`src/rtl/pipe_buffer_pkg.sv`:
```
// rtl/pipe_buffer_pkg.sv - shared defaults and width helper for the pipe buffer
package pipe_buffer_pkg;

   localparam int DATA_W_DEF = 32;
   localparam int DEPTH_DEF  = 2;

   // Ceiling log2; a depth of 1 still gets a one-bit pointer.
   function automatic int clog2(input int value);
      int w;
      w = 0;
      while ((1 << w) < value) begin
         w = w + 1;
      end
      if (w == 0) begin
         w = 1;
      end
      return w;
   endfunction

endpackage

```
`src/rtl/pipe_buffer_ram.sv`:
```
// rtl/pipe_buffer_ram.sv - entry storage: one write port, one asynchronous read port, no reset
module pipe_buffer_ram
   import pipe_buffer_pkg::*;
#(
   parameter int DATA_W = DATA_W_DEF,
   parameter int DEPTH  = DEPTH_DEF,
   parameter int AW     = clog2(DEPTH)
) (
   input  logic              clk,
   input  logic              we_i,
   input  logic [AW-1:0]     waddr_i,
   input  logic [DATA_W-1:0] wdata_i,
   input  logic [AW-1:0]     raddr_i,
   output logic [DATA_W-1:0] rdata_o
);

   logic [DATA_W-1:0] mem_q [DEPTH];

   always_ff @(posedge clk) begin
      if (we_i) begin
         mem_q[waddr_i] <= wdata_i;
      end
   end

   assign rdata_o = mem_q[raddr_i];

endmodule

```
`src/rtl/pipe_buffer.sv`:
```
// rtl/pipe_buffer.sv - valid/ready FIFO buffer; all flags decoded from registered count
module pipe_buffer
   import pipe_buffer_pkg::*;
#(
   parameter int DATA_W = DATA_W_DEF,
   parameter int DEPTH  = DEPTH_DEF,
   parameter int AW     = clog2(DEPTH),
   parameter int CW     = clog2(DEPTH) + 1
) (
   input  logic              clk,
   input  logic              rst,
   input  logic              flush,
   input  logic              in_valid,
   output logic              in_ready,
   input  logic [DATA_W-1:0] in_data,
   output logic              out_valid,
   input  logic              out_ready,
   output logic [DATA_W-1:0] out_data,
   output logic [CW-1:0]     count
);

   logic [AW-1:0]     wr_ptr_q, wr_ptr_d;
   logic [AW-1:0]     rd_ptr_q, rd_ptr_d;
   logic [CW-1:0]     count_q, count_d;
   logic [DATA_W-1:0] rdata;
   logic              push, pop;

   assign in_ready  = (count_q < CW'(DEPTH));
   assign out_valid = (count_q != '0);
   assign push      = in_valid & in_ready & ~flush;
   assign pop       = out_valid & out_ready & ~flush;

   pipe_buffer_ram #(
      .DATA_W (DATA_W),
      .DEPTH  (DEPTH),
      .AW     (AW)
   ) u_ram (
      .clk     (clk),
      .we_i    (push),
      .waddr_i (wr_ptr_q),
      .wdata_i (in_data),
      .raddr_i (rd_ptr_q),
      .rdata_o (rdata)
   );

   // Power-of-two depth lets the pointers wrap naturally at DEPTH-1.
   always_comb begin
      wr_ptr_d = wr_ptr_q;
      rd_ptr_d = rd_ptr_q;
      count_d  = count_q;
      if (flush) begin
         wr_ptr_d = '0;
         rd_ptr_d = '0;
         count_d  = '0;
      end else begin
         if (push) begin
            wr_ptr_d = wr_ptr_q + AW'(1);
         end
         if (pop) begin
            rd_ptr_d = rd_ptr_q + AW'(1);
         end
         if (push && !pop) begin
            count_d = count_q + CW'(1);
         end else if (pop && !push) begin
            count_d = count_q - CW'(1);
         end
      end
   end

   always_ff @(posedge clk or posedge rst) begin
      if (rst) begin
         wr_ptr_q <= '0;
         rd_ptr_q <= '0;
         count_q  <= '0;
      end else begin
         wr_ptr_q <= wr_ptr_d;
         rd_ptr_q <= rd_ptr_d;
         count_q  <= count_d;
      end
   end

   // Storage is never cleared, so gate the head to zero when nothing is stored.
   assign out_data = out_valid ? rdata : '0;
   assign count    = count_q;

endmodule

```
`config.mk`:
```
export PLATFORM = sky130hd
export DESIGN_NAME = pipe_buffer
export DESIGN_NICKNAME = d
export VERILOG_FILES = /design/src/rtl/pipe_buffer_pkg.sv /design/src/rtl/pipe_buffer_ram.sv /design/src/rtl/pipe_buffer.sv
export SDC_FILE = /design/constraint.sdc
export NUM_CORES = 1
export LEC_CHECK = 0
export CORE_MARGIN = 5
export CORE_UTILIZATION = 47
export CTS_CLUSTER_DIAMETER = 80
export DETAILED_ROUTE_END_ITERATION = 6
export GPL_TIMING_DRIVEN = 0
export PLACE_DENSITY = 0.8
export SLEW_MARGIN = 5
export SYNTH_ARGS = -nofsm -noshare
export SYNTH_HDL_FRONTEND = slang
export SYNTH_SLANG_ARGS = --single-unit
```
`constraint.sdc`:
```
create_clock -name clk -period 4.64 [get_ports clk]
set_clock_uncertainty 0.1 [all_clocks]
set_input_delay 0.696 -clock clk [delete_from_list [all_inputs] [get_ports clk]]
set_output_delay 0.696 -clock clk [all_outputs]
set_load 0.1 [all_outputs]
```
Yosys cells after proc, flatten, opt, wreduce, memory -nomap -nowiden
Memories as Yosys holds them, arrays and structs flattened.
Index checks and enable logic that the tools add are counted.
Widths: inputs -> output; s select.

word-level totals
  bits in registers = 4
  memories = 1
  word-level logic and storage cells = 32
  bits in writable memories = 64

operators by class
  $add $sub $neg = 4
  order comparisons = 1
  mux-type cells = 10
  reduce and logical (&&, ||, !) cells = 8
  bitwise gates (word level) = 5

memory list
  name         depth  width  read ports  clocked after memory_dff  wr ports  line                   source
  u_ram.mem_q  2      32     1           0                         1         pipe_buffer_ram.sv:17  logic [DATA_W-1:0] mem_q [DEPTH];

operators with widths
  operator             number
  $mux 32              1
  $mux 1               6
  $mux 2               3
  $reduce_bool 2->1    3
  $and 1x1->1          4
  $reduce_bool 3->1    1
  $add 1x1->1 const B  2
  $add 2x1->2 const B  1
  $logic_and 1x1->1    2
  $logic_not 1->1      2
  $lt 2x2->1 const B   1
  $sub 2x1->2 const B  1
  $not 1->1            1

Longest topological paths before layout
Gate-level depths: netlist of run 1.

  depth in word-level cells = 8
  depth in mapped cells = 4

By module
From an unflattened synthesis of run 1, not the netlist that was laid out.

second synthesis, totals
  cells, all modules = 161
  area total of the unflattened synthesis = 2,911.5 µm²

by module, submodules not included
  module           times used  sequential area each (µm²)  area an instance (µm²)  cells each
  pipe_buffer_ram  1           1,921.8                     2,478.6                 102
  pipe_buffer      1           100.1                       432.9                   59

Worst setup path before layout of run 1
Ideal clock, no wire load.

  kind = register to register
  from = register count_q[1] (netlist: count[1])
  to = memory u_ram.mem_q[1][0] in the netlist's numbering, enable pin
  setup slack = 481 ps
  arrival = 3,590 ps
  buffers on the path = 0
  stages on the path, launching flop included = 3
  data required time = 4,072 ps
  cells stage by stage = dfrtp_1 > nand2b_2 > nor3b_1

on the way
  cells in the longest elaborated chain, start to end = 5

RTL lines
  what                          line                   source
  start, declared               pipe_buffer.sv:24      logic [CW-1:0] count_q, count_d;
  start signal, assigned        pipe_buffer.sv:78      count_q <= count_d;
  $lt 2x2->1                    pipe_buffer.sv:28      assign in_ready = (count_q < CW'(DEPTH));
  $and 1x1->1 (2 in series)     pipe_buffer.sv:30      assign push = in_valid & in_ready & ~flush;
  $mux 1                        pipe_buffer_ram.sv:20  if (we_i) begin
  $mux 1 (not written as such)  pipe_buffer_ram.sv:21  mem_q[waddr_i] <= wdata_i;
  end, declared                 pipe_buffer_ram.sv:17

Every way passes these cells.

Worst setup path after layout of run 1
  from = register count_q[1] (netlist: count[1])
  to = output out_data[12]

on the way
  cells in the longest elaborated chain, start to end = 2

RTL lines
  what               line               source
  $reduce_bool 2->1  pipe_buffer.sv:29  assign out_valid = (count_q != '0);
  $mux 32            pipe_buffer.sv:83  assign out_data = out_valid ? rdata : '0;
  end, declared      pipe_buffer.sv:18  output logic [DATA_W-1:0] out_data,

Every way passes these cells.

==> flow_summary.ini, run 1 <==
[status]
status = finished, final reports clean

[run]
cap_violations = 0

[yosys]
async_flop_share_pct = 5.88
yosysTopAreaCellShare_pct = 73.1
synth_most_common_cell = edfxtp_1
synth-warning-count = 0
synth_commonest_cells = 64 x edfxtp_1, 35 x nor2_1, 33 x mux2i_1
yosysUniqueCellTypes = 17
synth_area_per_cell_um2 = 16.4
syn-num-nets = 197
synth_top_area_cell = edfxtp_1
synth-seq-cells = 68
seq_area_frac_synth_pct = 76.9
syn_area_um2 = 2630
netlist_instances = 160
synthTopCellsByArea = edfxtp_1 73%, mux2i_1 13%, nor2_1 5.0%, dfrtp_1 3.8%, buf_4 1.1%
synth_edf_count = 64
synthFlopType = edfxtp_1

[placement]
preCtsSetupSlack_ns = 1.53
place.gp.congestion = 0.734
io_buffers = 72
dp_hpwl_um = 3480
dpl.cell_count = 309

[global_routing]
grt_use_total_pct = 14.5
grt_max_degree = 13
grt_pass1_wl_um = 7930
grt_pass1_vias = 1680
gr-total-overflow = 0
antenna_found_initial = 0

[sta]
post-route-period-util_pct = 70.7
finalHoldViolations = 0
fmax_ghz = 0.305
slew_headroom_pct = 32.6
period_minus_slack_ns = 3.28
grt_setup_unrepaired = no
finalWorstSetupSlack_ns = 1.36
tightest_slew_ns = 1.01
setup_viol = 0
finalMaxSlewViolations = 0

[power]
p_comb_share_pct = 24.6
vdd_ir_drop_max_uv = 301
cellPowerDensity_nw_per_um2 = 417
switching_share_pct = 31.5
p_switching_uw = 483
p_leak_uw = 0.00126
seqPwrFrac_pct = 46.2
pwr-share-clk_pct = 29.2
p_int_uw = 1050

[routing]
antenna_left = 0
drt_iter0_drc = 50
drc = 0
wl_um = 4900
first_pass_iters = 4
wl_per_cell_um = 15.1
viasPerCell = 4.86
num_vias = 1581

[floorplanning]
rows = 27
die-area_um2 = 7190
die_x_um = 84.8
die_y_um = 84.8
ios = 73
start_util_pct = 48.0
core_area_um2 = 5470

[clocking]
htree_num_levels = 3
cts.clk_slew.worst_paths_ns = 0.07
clock_path_buffers = 2
cts_buffers = 9
cts_root_buffer = clkbuf_8
cts_tree = yes
ctsResizeCount = 0
clkLatencyLatePin_ns = 0.32
clock_sinks = 68
postCtsSetupRepairBufs = 0
hold_buffers = 0

[final_layout]
areaGrowthSynthToFinish_pct = 39.9
finalNetCount = 285
stdcell_count = 325
diodes = 0
drive_above_1_share_pct = 11.1

[critical_path]
cp.required_ns = 3.84
path_class = reg -> out
cp.arrival_ns = 2.48
critPathCaptureType = primary output
crit_fanout = 10
start_kind = flip-flop
r2r_slack_ns = 2.18

[min_path]
hold_path.class = in -> async
==> worst max-delay path, cell delays in order (launching register included) <==
cell	delay, ns
dfrtp_1	0.45
nor2_1	0.35
buf_2	0.30
nor2_1	0.09
clkdlybuf4s50_1	0.97
==> worst paths after layout <==
check,endpoint,startpoint,cells past startpoint
min in group clk,wr_ptr_q$_DFFE_PP0P_,wr_ptr_q$_DFFE_PP0P_,2
max reg2reg,u_ram.mem_q[1][15]$_DFFE_PP_,count[1]$_DFFE_PP0P_,4
min reg2reg,wr_ptr_q$_DFFE_PP0P_,wr_ptr_q$_DFFE_PP0P_,2
max,out_data[12],count[1]$_DFFE_PP0P_,4
min,wr_ptr_q$_DFFE_PP0P_,rst,2
max in group asynchronous,rd_ptr_q$_DFFE_PP0P_,rst,2
==> logic make-up (layout without fill, tap and decap cells) <==
kind of cell / after synthesis / after routing / synth area share [%]
flip-flops: 68 / 68 / 76.9
AND/OR/NAND/NOR: 42 / 42 / 6.66
multiplexers: 33 / 33 / 12.6
AO/OA/AOI/OAI: 5 / 5 / 1.05
buffers and inverters: 10 / 103 / 2.14
XOR/XNOR: 2 / 2 / 0.666
==> routing by layer <==
layer,vias to the layer above,global-route usage [%],part of all wire [%],wire length (um)
met5,-,0,0,0
met3,10,3.83,5.1,251
met1,759,17.2,41,2010
met2,53,24.3,52,2560
met4,0,7.48,1.6,77
li1,759,-,-,-
==> final cells by class <==
class / count / area (um2)
well taps: 72 / 90.1
plain buffers: 7 / 45.0
inverters: 3 / 11.3
clock inverters: 6 / 55.1
clock buffers: 10 / 128
multi-input cells: 82 / 561
flip-flops and latches: 68 / 2020
fillers: 410 / 1800
repair buffers: 77 / 766
==> cells in the final DEF, fill, tap and decap left out, drive strengths merged <==
cell type,synthesis,routed
nand2,1,1
o21ai,2,2
clkdlybuf4s50,0,72
a21o,1,1
nor2,35,35
buf,7,12
inv,3,3
xor2,2,2
nand2b,2,2
nor3,1,1
dfrtp,4,4
nor3b,1,1
a21oi,2,2
bufinv,0,1
clkinv,0,4
nor2b,2,2
clkbuf,0,10
mux2i,33,33
clkinvlp,0,1
edfxtp,64,64
==> registers in the layout (all words and copies together), names as in the netlist <==
register     count
count            2
rd_ptr_q         1
wr_ptr_q         1
u_ram.mem_q     64
==> stage by stage <==
step / area (um2) / power, uW / TNS [ns] / hold WS, ns / utilization, %
CTS: 3680 / 1550 / 0 / 0.444 / 67.2
global placement: 3440 / 1090 / -46.55 / 0.438 / 62.8
floorplan: 2630 / 994 / 0 / 0.362 / -
finish: 3680 / 1530 / 0 / 0.454 / 67.2
detailed placement: 3490 / 1100 / 0 / 0.467 / 63.9
global route: 3680 / 1590 / 0 / 0.466 / 67.2
==> power groups by stage <==
stage | Sequential [uW] | Combinational, uW | Clock (uW)
after floorplan | 730 | 264 | 0
after global placement | 723 | 372 | 0
after detailed placement | 722 | 381 | 0
after CTS | 708 | 382 | 459
after global routing | 710 | 394 | 490
final | 708 | 378 | 448
No activity file was read; power rests on OpenSTA's default activity.
==> run 2: changes to the inputs <==
- clock period: 4.64 -> 3.1 ns (I/O delays scaled with it)
==> flow_summary.ini, run 2 (synthesized netlist as in run 1, its figures left out) <==
[status]
status = finished, final reports clean

[routing]
antenna_left = 0
num_vias = 1560
wl_um = 5140
first_pass_iters = 4
drt_iter0_drc = 103
viasPerCell = 4.86
drc = 0
wl_per_cell_um = 16.0

[min_path]
hold_path.class = in -> async

[floorplanning]
die_x_um = 84.8
start_util_pct = 48.0
die_y_um = 84.8
ios = 73
die-area_um2 = 7190
core_area_um2 = 5470
rows = 27

[critical_path]
path_depth = 5
cpMaxStageDelayCell = clkdlybuf4s50_1
crit_family = buffers and inverters
crit_fanout = 10
cp_common_cell = buf_4
cp.required_ns = 2.53
cp.buffers_inverters = 3
cp.arrival_ns = 2.40
rr_worst_depth = 3
critPathCaptureType = primary output
crit_chain = buf_4 > buf_4 > mux2i_1 > nor2_1 > clkdlybuf4s50_1
cp_slowest_stage_delay_ns = 1.14
path_class = reg -> out
start_kind = flip-flop

[sta]
setup_viol = 0
finalMaxSlewViolations = 0
grt_setup_unrepaired = no
slew_headroom_pct = 32.3
finalHoldViolations = 0
fmax_ghz = 0.337
period_minus_slack_ns = 2.96
setup_tns_ns = 0
post-route-period-util_pct = 95.6
tightest_slew_ns = 1.01

[global_routing]
grt_pass1_wl_um = 7790
antenna_found_initial = 0
gr-total-overflow = 0
grt_max_degree = 20
grt_use_total_pct = 14.5
grt_pass1_vias = 1633

[clocking]
clkLatencyLatePin_ns = 0.33
cts.clk_slew.worst_paths_ns = 0.06
hold_buffers = 0
clock_sinks = 68
cts_root_buffer = clkbuf_8
cts_tree = yes
cts_buffers = 9
htree_num_levels = 3
clock_path_buffers = 2

[final_layout]
areaGrowthSynthToFinish_pct = 41.3
largest_reg_flops = 64
layout_commonest_cell = edfxtp_1
diodes = 0
finalNetCount = 282
fin_util_pct = 67.9
top_register = u_ram.mem_q
drive_above_1_share_pct = 8.84
most-common-layout-cells = 64 x edfxtp_1, 42 x clkdlybuf4s50_1, 35 x nor2_1, 33 x mux2i_1, 30 x dlymetal6s2s_1

[placement]
place.gp.congestion = 0.726
io_buffers = 72
dp_hpwl_um = 3380

[power]
cellPowerDensity_nw_per_um2 = 590
p_leak_uw = 0.00171
vdd_ir_drop_max_uv = 374

[run]
cap_violations = 0
## run 2: cell types whose count changed in the layout (fill, tap and decap cells not counted), moves of 2 or more
cell | before | now
clkdlybuf4s50_1 | 72 | 42
dlymetal6s2s_1 | 0 | 30
buf_4 | 7 | 4
buf_6 | 2 | 0
buf_8 | 0 | 2
clkinv_1 | 2 | 4
## run 2: metal layers
metal | track usage (%) | vias up | part of all wire, %
met2 | 25.4 | 53 | 53
met5 | 0 | - | 0
met1 | 15.5 | 749 | 40
met3 | 5.30 | 6 | 5.6
li1 | - | 752 | -
met4 | 6.91 | 0 | 1.3
## run 2: power by group
part	switching (uW)	internal [uW]	total, uW	leakage, uW
logic	406	158	564	0.000990
registers	13.1	1050	1060	0.000640
clock network	294	273	567	0.0000761
total	713	1480	2190	0.00171
## run 2: final cells by class
type,count,area [um2]
Sequential cell,68,2020
Fill cell,396,1760
Timing Repair Buffer,74,826
Multi-Input combinational cell,82,573
Clock buffer,10,128
Tap cell,72,90.1
Buffer,7,45.0
Clock inverter,5,20.0
Inverter,3,11.3
## run 2: stage by stage
stage	hold WS (ns)	total power, uW	worst slack [ns]	instance area (um2)	std cells
floorplan	0.131	1490	-0.156	2640	160
global placement	0.452	1640	-0.489	3450	304
detailed placement	0.503	1650	0.367	3490	306
CTS	0.208	2210	0.0109	3640	321
global route	0.214	2280	0.0443	3710	321
finish	0.222	2190	0.136	3710	321
## run 2: final timing paths
kind,from,end,slack (ns)
max,rd_ptr_q$_DFFE_PP0P_,out_data[1],0.14
min,rst,rd_ptr_q$_DFFE_PP0P_,0.22
min reg2reg,count[0]$_DFFE_PP0P_,count[0]$_DFFE_PP0P_,0.51
max in group asynchronous,rst,wr_ptr_q$_DFFE_PP0P_,2.52
min in group clk,count[0]$_DFFE_PP0P_,count[0]$_DFFE_PP0P_,0.51
max reg2reg,count[1]$_DFFE_PP0P_,u_ram.mem_q[1][17]$_DFFE_PP_,0.96
## run 2: what timing repair did
item                       4_1_cts  5_1_grt
setup buffers                    0        0
setup endpoints to repair        0       30
gates resized for setup          0       30
==> run 3: changes to the inputs <==
- RECOVER_POWER: not set -> 100
==> flow_summary.ini, run 3 (synthesized netlist as in run 1, its figures left out) <==
[floorplanning]
die-area_um2 = 7190
start_util_pct = 48.0
core_area_um2 = 5470
die_y_um = 84.8
ios = 73
rows = 27
die_x_um = 84.8

[sta]
setup_viol = 0
finalMaxSlewViolations = 0
slew_headroom_pct = 19.0
setup_tns_ns = 0
grt_setup_unrepaired = no
finalWorstSetupSlack_ns = 0.115
holdWs_ns = 0.357
post-route-period-util_pct = 96.3
fmax_ghz = 0.335
finalHoldViolations = 0
tightest_slew_ns = 1.22
period_minus_slack_ns = 2.98

[clocking]
cts_root_buffer = clkbuf_8
postCtsSetupRepairBufs = 0
cts_buffers = 9
clock_sinks = 68
clkLatencyLatePin_ns = 0.33
cts_tree = yes
clock_path_buffers = 2
ctsResizeCount = 0
hold_buffers = 0
cts.clk_slew.worst_paths_ns = 0.06
htree_num_levels = 3

[final_layout]
largest_reg_flops = 64
top_register = u_ram.mem_q
most-common-layout-cells = 64 x edfxtp_1, 40 x dlygate4sd3_1, 35 x nor2_1, 33 x mux2i_1, 31 x clkbuf_1
layout_commonest_cell = edfxtp_1
areaGrowthSynthToFinish_pct = 30.0
fin_util_pct = 62.4
finalInstanceArea_um2 = 3420
finalNetCount = 282
drive_above_1_share_pct = 8.43
diodes = 0

[critical_path]
cp.arrival_ns = 2.42
path_class = reg -> out
start_kind = flip-flop
cp.required_ns = 2.53
critPathCaptureType = primary output
crit_fanout = 10

[routing]
wl_per_cell_um = 16.0
first_pass_iters = 4
drc = 0
drt_iter0_drc = 108
antenna_left = 0
viasPerCell = 4.89
num_vias = 1570
wl_um = 5140

[placement]
place.gp.congestion = 0.726
preCtsSetupSlack_ns = 0.367
io_buffers = 72
dp_hpwl_um = 3380
dpl_cell_area_um2 = 3490

[power]
vdd_ir_drop_max_uv = 367
p_leak_uw = 0.00117
cellPowerDensity_nw_per_um2 = 625

[global_routing]
grt_use_total_pct = 14.5
grt_pass1_vias = 1633
antenna_found_initial = 0
grt_max_degree = 20
grt_pass1_wl_um = 7790
gr-total-overflow = 0

[status]
status = finished, final reports clean

[run]
cap_violations = 0

[min_path]
hold_path.class = in -> async
## run 3: cell count changes in the layout (fill, tap and decap cells not counted), moves of 2 or more
cell and delta:
buf_8 -2, dlygate4sd3_1 +40, clkbuf_1 +30, dlymetal6s2s_1 -30, clkbuf_2 +2, clkdlybuf4s50_1 -40
## run 3: critical path: stages (launching register included)
cell	delay, ns
dfrtp_1	0.36
clkbuf_4	0.17
buf_4	0.20
mux2i_1	0.13
nor2_1	0.10
clkdlybuf4s50_1	1.14
## run 3: metrics by stage
step / instances / total power [uW]
after global routing: 321 / 2230
after detailed placement: 306 / 1650
final: 321 / 2140
after CTS: 321 / 2210
after floorplan: 160 / 1490
after global placement: 304 / 1640
## run 3: final cells by class
class	instances	area, um2
tap	72	90.1
timing repair buffer	74	543
inverter	3	11.3
clock buffer	10	128
clock inverter	5	20.0
sequential	68	2020
multi-input combinational	82	558
fill	449	2060
buffer	7	45.0
## run 3: report_power, final
part / switching [uW] / internal (uW) / total [uW]
Combinational: 406 / 103 / 509
Sequential: 12.4 / 1050 / 1060
Clock: 291 / 273 / 565
Total: 710 / 1430 / 2140
## run 3: path summary, 6_finish.rpt
check	startpoint	to	slack (ns)	depth (start not counted)
setup / recovery	rd_ptr_q$_DFFE_PP0P_	out_data[1]	0.12	5
hold / removal	rst	count[1]$_DFFE_PP0P_	0.36	2
setup reg to reg	count[1]$_DFFE_PP0P_	u_ram.mem_q[1][17]$_DFFE_PP_	0.36	3
hold reg to reg	wr_ptr_q$_DFFE_PP0P_	wr_ptr_q$_DFFE_PP0P_	0.51	2
max in group asynchronous	rst	wr_ptr_q$_DFFE_PP0P_	2.39	2
min in group clk	wr_ptr_q$_DFFE_PP0P_	wr_ptr_q$_DFFE_PP0P_	0.51	2
## run 3: layer usage
metal / part of all wire [%] / global-route usage (%)
met1: 41 / 15.5
met2: 52 / 25.4
met3: 4.9 / 5.30
met4: 1.6 / 6.91
met5: 0 / 0
